===== config.mk =====
export PLATFORM = sky130hd
export DESIGN_NAME = v_p_trans_ctrl
export DESIGN_NICKNAME = d
export VERILOG_FILES = /design/src/rtl/v_p_trans_pkg.sv /design/src/rtl/v_p_priv_decode.sv /design/src/rtl/v_p_trans_ctrl.sv
export SDC_FILE = /design/constraint.sdc
export NUM_CORES = 1
export LEC_CHECK = 0
export CAP_MARGIN = 20
export CORE_MARGIN = 2
export CORE_UTILIZATION = 36
export CTS_CLUSTER_SIZE = 28
export DETAILED_ROUTE_END_ITERATION = 7
export GPL_TIMING_DRIVEN = 0
export PLACE_DENSITY = 0.75
export SYNTH_ARGS = -nofsm -noshare
export SYNTH_HDL_FRONTEND = slang
export SYNTH_SLANG_ARGS = --single-unit

===== constraint.sdc =====
create_clock -name clk_i -period 1.35 [get_ports clk_i]
set_clock_uncertainty 0.2 [all_clocks]
set_input_delay 0.27 -clock clk_i [delete_from_list [all_inputs] [get_ports clk_i]]
set_output_delay 0.27 -clock clk_i [all_outputs]
set_load 0.02 [all_outputs]

===== src/rtl/v_p_trans_pkg.sv =====
// Shared constants and FSM state type for the virtual/physical translation controller.
package v_p_trans_pkg;

    // Privilege level encodings.
    localparam logic [1:0] PRV_U = 2'd0;
    localparam logic [1:0] PRV_S = 2'd1;
    localparam logic [1:0] PRV_M = 2'd3;

    // Controller FSM: idle and accepting requests, or sweeping TLB entries.
    typedef enum logic {
        StIdle,
        StFlush
    } state_e;

endpackage


===== src/rtl/v_p_priv_decode.sv =====
// Per-port privilege resolution: effective privilege, S-mode flag and whether
// address translation applies to this request.
module v_p_priv_decode
    import v_p_trans_pkg::*;
#(
    parameter int unsigned VM_W = 5
) (
    input  logic            instruction_i,
    input  logic            passthrough_i,
    input  logic            mprv_i,
    input  logic [1:0]      mpp_i,
    input  logic [1:0]      prv_i,
    input  logic            debug_i,
    input  logic [VM_W-1:0] vm_i,
    output logic            priv_s_o,
    output logic            vm_enabled_o
);

    logic       do_mprv;
    logic [1:0] priv;

    // MPRV only redirects data accesses; fetches always use the current privilege.
    always_comb begin
        do_mprv      = mprv_i & ~instruction_i;
        priv         = do_mprv ? mpp_i : prv_i;
        priv_s_o     = (priv == PRV_S);
        vm_enabled_o = (vm_i != '0) & (priv <= PRV_S) & ~debug_i & ~passthrough_i;
    end

endmodule


===== src/rtl/v_p_trans_ctrl.sv =====
// Translation request controller: registers per-port privilege/VM decisions and
// sweeps TLB entries on sfence or a change of VM mode, stalling requests meanwhile.
// Optional feature: define V_P_TRANS_PERF_EN to add a saturating flush counter.
module v_p_trans_ctrl
    import v_p_trans_pkg::*;
#(
    parameter int unsigned NUM_PORTS   = 2,
    parameter int unsigned NUM_ENTRIES = 8,
    parameter int unsigned VM_W        = 5
) (
    input  logic                           clk_i,
    input  logic                           rst_i,
    input  logic [NUM_PORTS-1:0]           io_req_valid,
    input  logic [NUM_PORTS-1:0]           io_req_bits_instruction,
    input  logic [NUM_PORTS-1:0]           io_req_bits_passthrough,
    output logic [NUM_PORTS-1:0]           io_req_ready,
    input  logic                           io_ptw_status_mprv,
    input  logic [1:0]                     io_ptw_status_mpp,
    input  logic [1:0]                     io_ptw_status_prv,
    input  logic                           io_ptw_status_debug,
    input  logic [VM_W-1:0]                io_ptw_status_vm,
    input  logic                           io_sfence_valid,
    output logic [NUM_PORTS-1:0]           io_resp_valid,
    output logic [NUM_PORTS-1:0]           io_resp_priv_s,
    output logic [NUM_PORTS-1:0]           io_resp_vm_enabled,
    output logic                           io_flush_valid,
    output logic [$clog2(NUM_ENTRIES)-1:0] io_flush_idx,
`ifdef V_P_TRANS_PERF_EN
    output logic [15:0]                    io_flush_count,
`endif
    output logic                           io_busy
);

    localparam int unsigned IDX_W = $clog2(NUM_ENTRIES);
    localparam logic [IDX_W-1:0] IDX_LAST = IDX_W'(NUM_ENTRIES - 1);

    state_e                 state_q, state_d;
    logic [IDX_W-1:0]       idx_q, idx_d;
    logic [VM_W-1:0]        vm_q;
    logic                   flush_trigger;
    logic [NUM_PORTS-1:0]   accept;
    logic [NUM_PORTS-1:0]   dec_priv_s;
    logic [NUM_PORTS-1:0]   dec_vm_en;
    logic [NUM_PORTS-1:0]   resp_valid_q;
    logic [NUM_PORTS-1:0]   resp_priv_s_q;
    logic [NUM_PORTS-1:0]   resp_vm_en_q;

    for (genvar p = 0; p < NUM_PORTS; p++) begin : g_port
        v_p_priv_decode #(
            .VM_W (VM_W)
        ) u_priv_decode (
            .instruction_i (io_req_bits_instruction[p]),
            .passthrough_i (io_req_bits_passthrough[p]),
            .mprv_i        (io_ptw_status_mprv),
            .mpp_i         (io_ptw_status_mpp),
            .prv_i         (io_ptw_status_prv),
            .debug_i       (io_ptw_status_debug),
            .vm_i          (io_ptw_status_vm),
            .priv_s_o      (dec_priv_s[p]),
            .vm_enabled_o  (dec_vm_en[p])
        );
    end

    // A VM-mode change is detected against last cycle's sampled mode.
    assign flush_trigger = io_sfence_valid | (vm_q != io_ptw_status_vm);

    // Next-state logic: a trigger in FLUSH restarts the sweep from entry 0.
    always_comb begin
        state_d = state_q;
        idx_d   = idx_q;
        unique case (state_q)
            StIdle: begin
                if (flush_trigger) begin
                    state_d = StFlush;
                    idx_d   = '0;
                end
            end
            StFlush: begin
                if (flush_trigger) begin
                    idx_d = '0;
                end else if (idx_q == IDX_LAST) begin
                    state_d = StIdle;
                    idx_d   = '0;
                end else begin
                    idx_d = idx_q + IDX_W'(1);
                end
            end
            default: begin
                state_d = StIdle;
                idx_d   = '0;
            end
        endcase
    end

    // State, sweep index and VM-mode shadow registers.
    always_ff @(posedge clk_i) begin
        if (rst_i) begin
            state_q <= StIdle;
            idx_q   <= '0;
            vm_q    <= '0;
        end else begin
            state_q <= state_d;
            idx_q   <= idx_d;
            vm_q    <= io_ptw_status_vm;
        end
    end

    assign io_busy        = (state_q == StFlush);
    assign io_flush_valid = io_busy;
    assign io_flush_idx   = idx_q;
    assign io_req_ready   = {NUM_PORTS{state_q == StIdle}};
    assign accept         = io_req_valid & io_req_ready;

    // Response registers: valid pulses once per accept, data holds between accepts.
    always_ff @(posedge clk_i) begin
        if (rst_i) begin
            resp_valid_q  <= '0;
            resp_priv_s_q <= '0;
            resp_vm_en_q  <= '0;
        end else begin
            resp_valid_q  <= accept;
            resp_priv_s_q <= (accept & dec_priv_s) | (~accept & resp_priv_s_q);
            resp_vm_en_q  <= (accept & dec_vm_en) | (~accept & resp_vm_en_q);
        end
    end

    assign io_resp_valid      = resp_valid_q;
    assign io_resp_priv_s     = resp_priv_s_q;
    assign io_resp_vm_enabled = resp_vm_en_q;

`ifdef V_P_TRANS_PERF_EN
    logic [15:0] flush_count_q;

    // Counts sweeps started from IDLE; restarts inside a sweep are not new flushes.
    always_ff @(posedge clk_i) begin
        if (rst_i) begin
            flush_count_q <= '0;
        end else if ((state_q == StIdle) && flush_trigger && (flush_count_q != 16'hFFFF)) begin
            flush_count_q <= flush_count_q + 16'd1;
        end
    end

    assign io_flush_count = flush_count_q;
`endif

endmodule


==> results of run 1 <==
layout make-up:
class | count | area (um^2)
fill | 172 | 718.2
multi-input combinational | 48 | 471.7
timing repair buffer | 39 | 347.8
sequential | 15 | 305.3
tap | 27 | 33.78
buffer | 4 | 31.28
clock buffer | 4 | 26.28
inverter | 2 | 7.507
Yosys cell counts, drive strengths merged:
| master | number | area (um^2) |
|---|---|---|
| nand3 | 2 | 10.01 |
| xor2 | 1 | 8.760 |
| xnor2 | 4 | 35.03 |
| dfxtp | 15 | 300.3 |
| ha | 2 | 25.02 |
| nor2b | 10 | 65.06 |
| o21bai | 1 | 18.77 |
| buf | 4 | 31.27 |
| nor2 | 4 | 15.01 |
| o41a | 1 | 11.26 |
| nor3 | 3 | 15.01 |
| or4 | 1 | 11.26 |
| nand4 | 1 | 6.260 |
| or3 | 3 | 23.77 |
| inv | 2 | 7.510 |
| nand2b | 4 | 40.04 |
| o31ai | 2 | 25.02 |
| mux2 | 2 | 22.52 |
| a211oi | 2 | 15.01 |
| mux2i | 5 | 50.05 |
repair_timing:
action,4_1_cts,5_1_grt
resized for setup,64,14
buffers inserted,4,3
pin swaps,2,2
endpoints found under the setup margin,19,11
final timing paths:
kind,depth (start not counted),end,start
worst max register to register,5,flip-flop,io_busy
worst min register to register,2,flip-flop,flip-flop
worst max-delay path,5,flip-flop,io_busy
worst min-delay path,2,vm_q[2],io_ptw_status_vm[2]
power groups by stage:
| stage | sequential, W | combinational, W | clock [W] |
|---|---|---|---|
| floorplan | 0.000490 | 0.0000897 | 0 |
| global placement | 0.000478 | 0.000204 | 0 |
| detailed placement | 0.000479 | 0.000209 | 0 |
| CTS | 0.000468 | 0.000214 | 0.000258 |
| global route | 0.000470 | 0.000252 | 0.000275 |
| finish | 0.000468 | 0.000234 | 0.000254 |
cells by family after synthesis:
logic type | count (synthesis) | share of synthesized area (%)
adders and majority gates | 2 | 3.395
muxes | 7 | 9.847
xor gates and xnor gates | 5 | 5.942
AOI/OAI and AO/OA | 6 | 9.507
and+or+nand+nor | 28 | 25.30
buffers and inverters | 6 | 5.262
DFF | 15 | 40.75
per-stage QoR:
step	instances	setup slack, ps
6_report	139	-141.7
5_1_grt	139	-177.9
4_1_cts	136	-129.3
3_5_place_dp	128	-571.4
3_3_place_gp	128	-523.3
2_1_floorplan	69	-13.88
layer usage:
metal	up-vias	GRT usage (%)	routed length, um
li1	321	-	-
met1	293	15.94	717
met2	19	27.93	953
met5	-	0	0
met3	5	3.374	85
met4	0	4.286	21
==> results by stage, run 1 <==
Cells and area:
- From synthesis to final layout, the design area changed by 66.04%.
- The commonest non-fill, non-tap cell in the layout is clkdlybuf4s50_1.
- The proportion of layout cells with a drive suffix above 1 is 43.75%.
- The number of antenna cells inserted is 0.
- Cells fill a little over three fifths of the core in the end.
- In the layout the commonest cells are clkdlybuf4s50_1, dfxtp_1, buf_2, buf_6.
- The final layout contains 135 nets.
- The cell area after layout is 0.001224 mm^2.

Detailed routing:
- The count of vias placed by the detailed router is 638.
- Before antenna repair, the detailed router went through 4 iterations.
- After detailed routing, the average wire length per cell comes to 12.78 um.
- For this block, the routed nets add up to 1777 um of wire.
- For this block, the initial DRC count from the detailed router was 13.
- Once detail routing completed, the nets flagged for antenna violations numbered 0.
- Dividing the detail-routed via count by the number of cells gives 4.590.
- For this run, design rule violations remaining after detail routing come to 0.

Clock tree:
- The root buffer cell chosen for the clock tree is clkbuf_4.
- The H-tree depth is 1.
- Counting the buffers created by CTS gives 3.
- The TritonCTS clock tree is yes.
- The number of hold buffers added after CTS was 0.
- The clock reaches the later pin of the worst-skew pair after 280 ps.
- The register clock-pin slew on the reported worst setup and hold paths is 90 ps.
- The number of buffers between clock root and the deepest sink is 2.
- The number of sinks handled by clock tree synthesis is 15.

GRT:
- Entering global routing, the biggest net connects 11 pins.
- The number of antenna violations at the first check in global routing is 0.
- The via count of the first global-routing pass came to 651.
- The global-route wire length before repair is 2780 um.
- The sum of overflow across all layers after global routing is 0.
- Global routing consumed, over all layers together, between 10% and 20% of the routing resources.

STA:
- The count of endpoints failing setup in the final report is 7.
- Setup repair after global routing could not meet its margin everywhere.
- Once routing completed, OpenROAD measured the worst setup slack at -141.7 ps.
- For the pin with the worst max-slew slack, the measured transition is around 190 ps.
- The share of the cycle needed by the critical path after routing is 110.5%.
- The worst path in the final design needs a cycle of 1492 ps, including I/O delays and setup.
- The hold violation total from the final report is 0.
- The maximum achievable frequency is between 0.6 and 0.7 GHz.
- Summed over all failing endpoints, the final setup total negative slack is -671.5 ps.
- The relative slew slack is between 80% and 90%.
- Final hold analysis gives a worst-case slack of 201.7 ps.
- The max-slew violation count is 0.

Logic synthesis:
- The average instance area after synthesis is 10.68 um^2.
- The number of instances in the synthesized netlist is 69.
- The share of the Yosys chip area taken by registers is 40.75%.
- The number of distinct library cells after synthesis is 25.
- The number of nets in the synthesized netlist is 91.
- The area of the mapped netlist is 737.0 um^2.
- The post-synthesis sequential element count is 15.
- The number of synthesis warnings is 0.

Critical path:
- The critical setup path kind is flip-flop to flip-flop.
- On the critical path the largest part of the delay comes from simple AND/OR/NAND/NOR gates.
- The top fanout value on the critical path is 4.
- STA classifies the critical path startpoint as a flip-flop.
- The setup check on the worst reg-to-reg path leaves a slack of -140 ps.
- STA puts the critical path data arrival time at 1490 ps.
- By instance count, the cell type seen most on the critical path is buf_6.
- Walking the worst path, the cells encountered are buf_6, buf_6, nand2b_4, or3_4, o31ai_2.
- The critical path capture point type is a flip-flop.
- Counting both buffers and inverters, the worst setup path holds a total of 2.
- The slowest cell on the critical path is dfxtp_2.
- The stage delay of the slowest cell on the critical path is 340 ps.
- Data on the critical path is required at its endpoint by about 1400 ps.

Place:
- Buffers placed on the I/O ports in this run total 32.
- The cell area after placement is 0.001095 mm^2.
- The congestion estimate from routability-driven global placement came to 0.6486.
- The HPWL after detailed placement is 1292 um.

Min path:
- The path class of the tightest hold or removal check is primary input to flip-flop.

Power and ir drop:
- The clock group share of total power is 26.6%.
- The power per unit of standard cell area is 781.6 mW/mm^2.
- The sequential power share is 49.0%.
- Summed over all cells, the static leakage comes to 0.5162 nW.
- The overall power consumption is 0.0009564 W.
- VDD sags by at most ~670 uV.
- The internal power of the cells totals between 0.0007 and 0.0008 W.
- The combinational power share is 24.5%.
- The share of total power consumed by net switching is roughly 26%.
- For this design the total switching power over the nets is 0.0002472 W.

Outcome:
- The run finished, with violations left.
- The checks that failed: negative setup slack.

Floorplan:
- In this run the horizontal extent of the chip is 49.25 um.
- The count of pins on the block boundary is 33.
- The area enclosed by the die boundary is 0.002425 mm^2.
- For this configuration, the core starts out at a cell density of 37.95%.
- The floorplan has 16 rows.
- The core outline area is roughly 0.0019 mm^2.
- The y dimension of the die is 49.25 um.

Run:
- The max capacitance violation total is 0.
No activity file was read; power rests on OpenSTA's default activity.
==> run 2, diff against run 1 <==
SLEW_MARGIN = 0   (was default)
==> results of run 2 <==
The final DEF is identical to that of run 1; final timing and power are the same.
